[src/rtl/usb_pkg.sv]
// Shared types for the bulk endpoint controller: packet codes, FSM states
// and default sizing.
package usb_pkg;

    localparam int BUF_DEPTH_DEFAULT   = 64;
    localparam int ACK_TIMEOUT_DEFAULT = 200;

    typedef enum logic [2:0] {
        RX_NONE = 3'd0,
        RX_IN   = 3'd1,
        RX_OUT  = 3'd2,
        RX_DATA = 3'd3,
        RX_ACK  = 3'd4,
        RX_DONE = 3'd5,
        RX_NAK  = 3'd6,
        RX_ERR  = 3'd7
    } rx_packet_t;

    typedef enum logic [2:0] {
        TX_NONE  = 3'd0,
        TX_DATA0 = 3'd1,
        TX_DATA1 = 3'd2,
        TX_ACK   = 3'd3,
        TX_NAK   = 3'd4
    } tx_packet_t;

    typedef enum logic [3:0] {
        IDLE,
        OUT_TOKEN,
        OUT_DATA,
        OUT_CHECK,
        SEND_ACK,
        SEND_NAK,
        IN_TOKEN,
        SEND_DATA,
        WAIT_ACK
    } state_t;

    function automatic tx_packet_t data_pid(input logic toggle);
        return toggle ? TX_DATA1 : TX_DATA0;
    endfunction

endpackage

[src/rtl/usb_timeout_cnt.sv]
// Free-running up-counter that wraps at ACK_TIMEOUT; rollover_flag marks the
// last count while counting is enabled.
module usb_timeout_cnt #(
    parameter int ACK_TIMEOUT = 200
) (
    input  logic clk,
    input  logic rst,
    input  logic clear,
    input  logic enable,
    output logic rollover_flag
);

    localparam int CW = (ACK_TIMEOUT > 1) ? $clog2(ACK_TIMEOUT) : 1;
    localparam logic [CW-1:0] LAST = CW'(ACK_TIMEOUT - 1);

    logic [CW-1:0] count_reg;

    always_ff @(posedge clk) begin
        if (rst || clear) begin
            count_reg <= '0;
        end else if (enable) begin
            count_reg <= (count_reg == LAST) ? '0 : count_reg + 1'b1;
        end
    end

    assign rollover_flag = enable && (count_reg == LAST);

endmodule

[src/rtl/usb_endpoint_ctrl.sv]
// Bulk endpoint protocol FSM: sequences OUT/IN transactions between usb_rx,
// usb_tx and the shared data buffer, and tracks the DATA0/DATA1 toggle.
module usb_endpoint_ctrl
    import usb_pkg::*;
#(
    parameter int BUF_DEPTH   = BUF_DEPTH_DEFAULT,
    parameter int ACK_TIMEOUT = ACK_TIMEOUT_DEFAULT
) (
    input  logic                        clk,
    input  logic                        rst,
    input  logic [2:0]                  rx_packet,
    input  logic                        store_rx_packet_data,
    input  logic [$clog2(BUF_DEPTH):0]  buffer_occupancy,
    input  logic [$clog2(BUF_DEPTH):0]  tx_data_size,
    input  logic                        tx_done,
    output logic [2:0]                  tx_packet,
    output logic                        buffer_store,
    output logic                        clear_buffer,
    output logic                        rx_data_ready,
    output logic                        rx_transfer_active,
    output logic                        tx_transfer_active,
    output logic                        d_mode,
    output logic                        rx_error
);

    state_t     state_reg, state_next;
    rx_packet_t rx_pkt;
    rx_packet_t last_token_reg;
    logic       toggle_reg;
    logic       rx_data_ready_reg;
    logic       rx_error_reg;
    logic       rx_active_reg;
    logic       tx_active_reg;
    logic       ack_seen_reg;
    logic       clear_req;
    logic       in_ack_done;
    logic       cnt_clear;
    logic       cnt_enable;
    logic       cnt_rollover;

    assign rx_pkt = rx_packet_t'(rx_packet);

    usb_timeout_cnt #(
        .ACK_TIMEOUT(ACK_TIMEOUT)
    ) u_timeout (
        .clk          (clk),
        .rst          (rst),
        .clear        (cnt_clear),
        .enable       (cnt_enable),
        .rollover_flag(cnt_rollover)
    );

    always_comb begin
        state_next   = state_reg;
        tx_packet    = TX_NONE;
        d_mode       = 1'b0;
        buffer_store = 1'b0;
        clear_req    = 1'b0;
        in_ack_done  = 1'b0;
        cnt_clear    = 1'b0;
        cnt_enable   = 1'b0;
        case (state_reg)
            IDLE: begin
                // The token itself only arms the direction; its DONE commits.
                if (rx_pkt == RX_DONE) begin
                    if (last_token_reg == RX_OUT) state_next = OUT_TOKEN;
                    else if (last_token_reg == RX_IN) state_next = IN_TOKEN;
                end
            end
            OUT_TOKEN: begin
                if (rx_data_ready_reg) state_next = SEND_NAK;
                else if (rx_pkt == RX_DATA) state_next = OUT_DATA;
            end
            OUT_DATA: begin
                buffer_store = store_rx_packet_data;
                if (rx_pkt == RX_DONE) begin
                    state_next = OUT_CHECK;
                end else if (rx_pkt == RX_ERR) begin
                    clear_req  = 1'b1;
                    state_next = IDLE;
                end
            end
            OUT_CHECK: state_next = SEND_ACK;
            SEND_ACK: begin
                tx_packet = TX_ACK;
                d_mode    = 1'b1;
                if (tx_done) state_next = IDLE;
            end
            SEND_NAK: begin
                tx_packet = TX_NAK;
                d_mode    = 1'b1;
                if (tx_done) state_next = IDLE;
            end
            IN_TOKEN: begin
                if (tx_data_size == '0 || rx_data_ready_reg) state_next = SEND_NAK;
                else state_next = SEND_DATA;
            end
            SEND_DATA: begin
                tx_packet = data_pid(toggle_reg);
                d_mode    = 1'b1;
                cnt_clear = 1'b1;
                if (tx_done) state_next = WAIT_ACK;
            end
            WAIT_ACK: begin
                cnt_enable = 1'b1;
                if (rx_pkt == RX_DONE && ack_seen_reg) begin
                    clear_req   = 1'b1;
                    in_ack_done = 1'b1;
                    state_next  = IDLE;
                end else if (rx_pkt == RX_ERR || rx_pkt == RX_NAK || cnt_rollover) begin
                    // Payload stays in the buffer so the host retry resends it.
                    state_next = IDLE;
                end
            end
            default: state_next = IDLE;
        endcase
    end

    always_ff @(posedge clk) begin
        if (rst) begin
            state_reg         <= IDLE;
            last_token_reg    <= RX_NONE;
            toggle_reg        <= 1'b0;
            rx_data_ready_reg <= 1'b0;
            rx_error_reg      <= 1'b0;
            rx_active_reg     <= 1'b0;
            tx_active_reg     <= 1'b0;
            ack_seen_reg      <= 1'b0;
        end else begin
            state_reg <= state_next;

            if (state_reg == IDLE) begin
                if (rx_pkt == RX_IN || rx_pkt == RX_OUT) last_token_reg <= rx_pkt;
                else if (rx_pkt == RX_DONE) last_token_reg <= RX_NONE;
            end

            if (state_reg == OUT_CHECK || in_ack_done) toggle_reg <= ~toggle_reg;

            if (state_reg == OUT_CHECK) rx_data_ready_reg <= 1'b1;
            else if (buffer_occupancy == '0) rx_data_ready_reg <= 1'b0;

            if (state_reg == IDLE && state_next == OUT_TOKEN) begin
                rx_active_reg <= 1'b1;
                rx_error_reg  <= 1'b0;
            end else begin
                if (state_next == IDLE) rx_active_reg <= 1'b0;
                if (state_reg == OUT_DATA && rx_pkt == RX_ERR) rx_error_reg <= 1'b1;
            end

            if (state_reg == IN_TOKEN && state_next == SEND_DATA) tx_active_reg <= 1'b1;
            else if (state_next == IDLE) tx_active_reg <= 1'b0;

            if (state_reg != WAIT_ACK) ack_seen_reg <= 1'b0;
            else if (rx_pkt == RX_ACK) ack_seen_reg <= 1'b1;
        end
    end

    assign clear_buffer       = clear_req & ~rst;
    assign rx_data_ready      = rx_data_ready_reg;
    assign rx_transfer_active = rx_active_reg;
    assign tx_transfer_active = tx_active_reg;
    assign rx_error           = rx_error_reg;

    assert property (@(posedge clk) disable iff (rst)
        (state_reg == OUT_CHECK) |-> (int'(buffer_occupancy) <= BUF_DEPTH));

endmodule

[config.mk]
export PLATFORM = sky130hd
export DESIGN_NAME = usb_endpoint_ctrl
export DESIGN_NICKNAME = d
export VERILOG_FILES = /design/src/rtl/usb_pkg.sv /design/src/rtl/usb_timeout_cnt.sv /design/src/rtl/usb_endpoint_ctrl.sv
export SDC_FILE = /design/constraint.sdc
export NUM_CORES = 1
export LEC_CHECK = 0
export BUFFER_PORTS_ARGS = -buffer_cell sky130_fd_sc_hd__buf_2
export CAP_MARGIN = 20
export CORE_MARGIN = 5
export CORE_UTILIZATION = 52
export DETAILED_ROUTE_END_ITERATION = 6
export GPL_TIMING_DRIVEN = 1
export PLACE_DENSITY = 0.78
export SLEW_MARGIN = 25
export SYNTH_ARGS = -nofsm -noshare
export SYNTH_HDL_FRONTEND = slang
export SYNTH_SLANG_ARGS = --single-unit
[constraint.sdc]
create_clock -name clk -period 2.3 [get_ports clk]
set_clock_uncertainty 0.15 [all_clocks]
set_input_delay 0.115 -clock clk [delete_from_list [all_inputs] [get_ports clk]]
set_output_delay 0.115 -clock clk [all_outputs]
set_load 0.02 [all_outputs]
==> flow_summary.toml <==
[run_status]
status = "finished clean"

[die]
core.rowCount = 17
die_w_microns = 59.0
io_pins = 31
start_util_pct = 55.4
die-height_microns = 59.0
design.die.area_sq_mm = 0.00348
design.core.area_sq_mm = 0.00225

[synth]
postSynth.asyncResetShare_pct = 0
synthAdderAreaFrac_pct = 1.00
yosys.area_share.simple_pct = 36.6
synth_top_family_by_area = "simple AND/OR/NAND/NOR gates"
yosys_warnings = 0
post_synth.cell_area_avg_sq_um = 8.44
synth_seq_area_share_pct = 33.7
synth_edf_count = 0
synthMuxAreaShare_pct = 0.802
yosys_most_used_dff = "dfxtp_1"
postSynthCellCount = 148
syn-num-nets = 170
ys_types = 52
synth-xor-area-share_pct = 6.31
synth-compound-area-share_pct = 15.5
synth_area_sq_mm = 0.00125
ys_ff_latch = 21

[final_layout]
n_antenna_cell = 0
area_growth_pct = 20.1
largest_reg_flops = 8
drive_above_1_share_pct = 25.1
nets = 206
final_util_pct = 66.5

[place]
dp_hpwl_microns = 2220
io_buffers = 30
place_ws_ns = 0.236
routabilityCongestion = 0.855

[setup_path]
path_max_fanout = 1
worst_setup_path_end_kind = "flip-flop"
arrival_ns = 2.27
criticalPathCategory = "in2reg"
crit_required_ns = 2.37
startpoint_type = "primary input"
r2r_slack_ns = 0.19

[sta]
setup_viol = 0
whs_ns = 0.0588
slew_headroom_pct = 62.7
layout_min_cycle_time_ns = 2.20
timing.final.ws_setup_ns = 0.101
worst_pin_slew_ns = 0.559
fin_crit_sh_pct = 95.6
setup_tns_ns = 0
max_freq_mhz = 455
rsz0062_at_grt = "no"
hold_viol_final = 0
slew_violations = 0

[grt]
grt_pass1_wl_microns = 5150
grt_max_degree = 17
grt_remaining_overflow = 0
grt_usage_pct = 19.6
antenna_found_initial = 0
grt_pass1_vias = 1186

[clock_tree]
clk_pin_slew_worst_paths_ns = 0.13
htreeDepth = 1
cts-root-buf = "clkbuf_4"
cts_buffers = 3
clk_path_buf_depth = 2
clock-sinks = 21
clock_latency_ns = 0.32
cts_tree = "built"

[route]
dr_total_vias = 1233
firstDrtPassIters = 4
drt_iter0_markers = 20
drt_wl_total_microns = 3140
wl_per_cell_microns = 14.9
route.detailed.drc = 0
drtAntennaViolNets = 0
vias_per_cell = 5.84

[flow_run]
maxCapViolCount = 0

[power]
seqPwrFrac_pct = 58.8
pwr-share-clk_pct = 30.3
power_switching_uw = 165
p_per_area_mw_per_mm2 = 422
power.leakage_nw = 0.638
peakVddDrop_uv = 348
p_total_uw = 633
pwr-share-comb_pct = 10.9
p_int_uw = 468
swShare_pct = 26.1

[min_path]
min_path_type = "in2reg"
-- what timing repair did --
item,in CTS,in global routing
gates resized for setup,0,3
setup endpoints to repair,0,3
buffers inserted,0,1
hold buffers,8,0
endpoints found under the hold margin,8,0
-- worst paths after layout --
path / start / to / cells past startpoint
max: buffer_occupancy[3] / rx_data_ready$_SDFFE_PP0P_ / 6
min: rx_packet[1] / last_token_reg[1]$_SDFFE_PP0P_ / 3
max reg2reg: u_timeout.count_reg[0]$_SDFFE_PP0N_ / state_reg[3]$_SDFF_PP0_ / 6
min reg2reg: last_token_reg[2]$_SDFFE_PP0P_ / last_token_reg[2]$_SDFFE_PP0P_ / 2
-- layer usage --
metal / track usage, % / vias to the layer above / share of wire, %
li1: - / 613 / -
met1: 21.3 / 570 / 39
met2: 33.9 / 41 / 50
met3: 5.66 / 9 / 8.2
met4: 11.0 / 0 / 2.5
met5: 0 / - / 0
-- critical path, stage by stage --
cell and delay [ns]:
dlygate4sd3_1 0.54, buf_2 0.13, o41ai_2 0.25, dlygate4sd3_1 0.60, a21oi_1 0.06, dlygate4sd3_1 0.57
-- cell families after synthesis --
kind of cell / count (synthesis)
flops: 21
fa+ha+maj: 1
xor+xnor: 9
buf+inv: 12
simple gates: 76
compound gates: 28
mux: 1
-- per-stage QoR --
| stage | instances | cell area [sq um] |
|---|---|---|
| floorplan | 148 | 1250 |
| global placement | 198 | 1370 |
| detailed placement | 198 | 1370 |
| CTS | 210 | 1480 |
| global route | 211 | 1500 |
| finish | 211 | 1500 |
-- cell type report --
class	instances	area (sq um)
Multi-Input combinational cell	115	759
Fill cell	207	754
Sequential cell	21	423
Timing Repair Buffer	39	238
Tap cell	28	35.0
Clock buffer	3	22.5
Inverter	4	15.0
Clock inverter	1	7.51
-- cell usage in the layout, fill, tap and decap left out, drive strengths merged, types with 2 or more instances in the layout --
cell type | synthesis | final
and4b | 2 | 2
dlygate4sd3 | 0 | 8
nand2 | 7 | 7
nand3b | 2 | 2
nor2 | 24 | 24
xor2 | 6 | 6
nor2b | 3 | 3
a21oi | 12 | 12
nand3 | 6 | 6
and3 | 4 | 4
or4 | 2 | 2
xnor2 | 3 | 3
o21ai | 2 | 2
inv | 4 | 4
buf | 5 | 31
and4 | 2 | 2
nand4 | 3 | 3
nand2b | 3 | 3
and2 | 2 | 2
nor4 | 2 | 2
clkbuf | 3 | 3
o21a | 2 | 2
nor3 | 7 | 7
dfxtp | 21 | 21
-- cell usage after synthesis, types with 2 or more instances --
cell | number | area, sq um
inv_1 | 4 | 15.0
xor2_1 | 6 | 52.6
a21oi_1 | 12 | 60.1
and2_1 | 2 | 12.5
nand2_1 | 7 | 26.3
nor2_1 | 23 | 86.3
nand3b_1 | 2 | 15.0
and4b_1 | 2 | 20.0
nor3_1 | 7 | 35.0
clkbuf_1 | 2 | 7.51
buf_6 | 3 | 33.8
nand3_1 | 6 | 30.0
and4_1 | 2 | 17.5
or4_1 | 2 | 15.0
and3_1 | 3 | 18.8
xnor2_1 | 3 | 26.3
dfxtp_1 | 21 | 420
nor2b_1 | 3 | 18.8
nand4_1 | 3 | 18.8
nand2b_1 | 2 | 12.5
o21a_1 | 2 | 15.0
-- power by group through the flow --
stage | registers (mW) | clock network [mW] | logic [mW]
CTS | 0.372 | 0.204 | 0.0676
global route | 0.374 | 0.224 | 0.0759
finish | 0.373 | 0.192 | 0.0692
detailed placement | 0.380 | 0 | 0.0610
floorplan | 0.377 | 0 | 0.0399
global placement | 0.380 | 0 | 0.0591
Note: power is estimated with default switching activity, not from simulation.
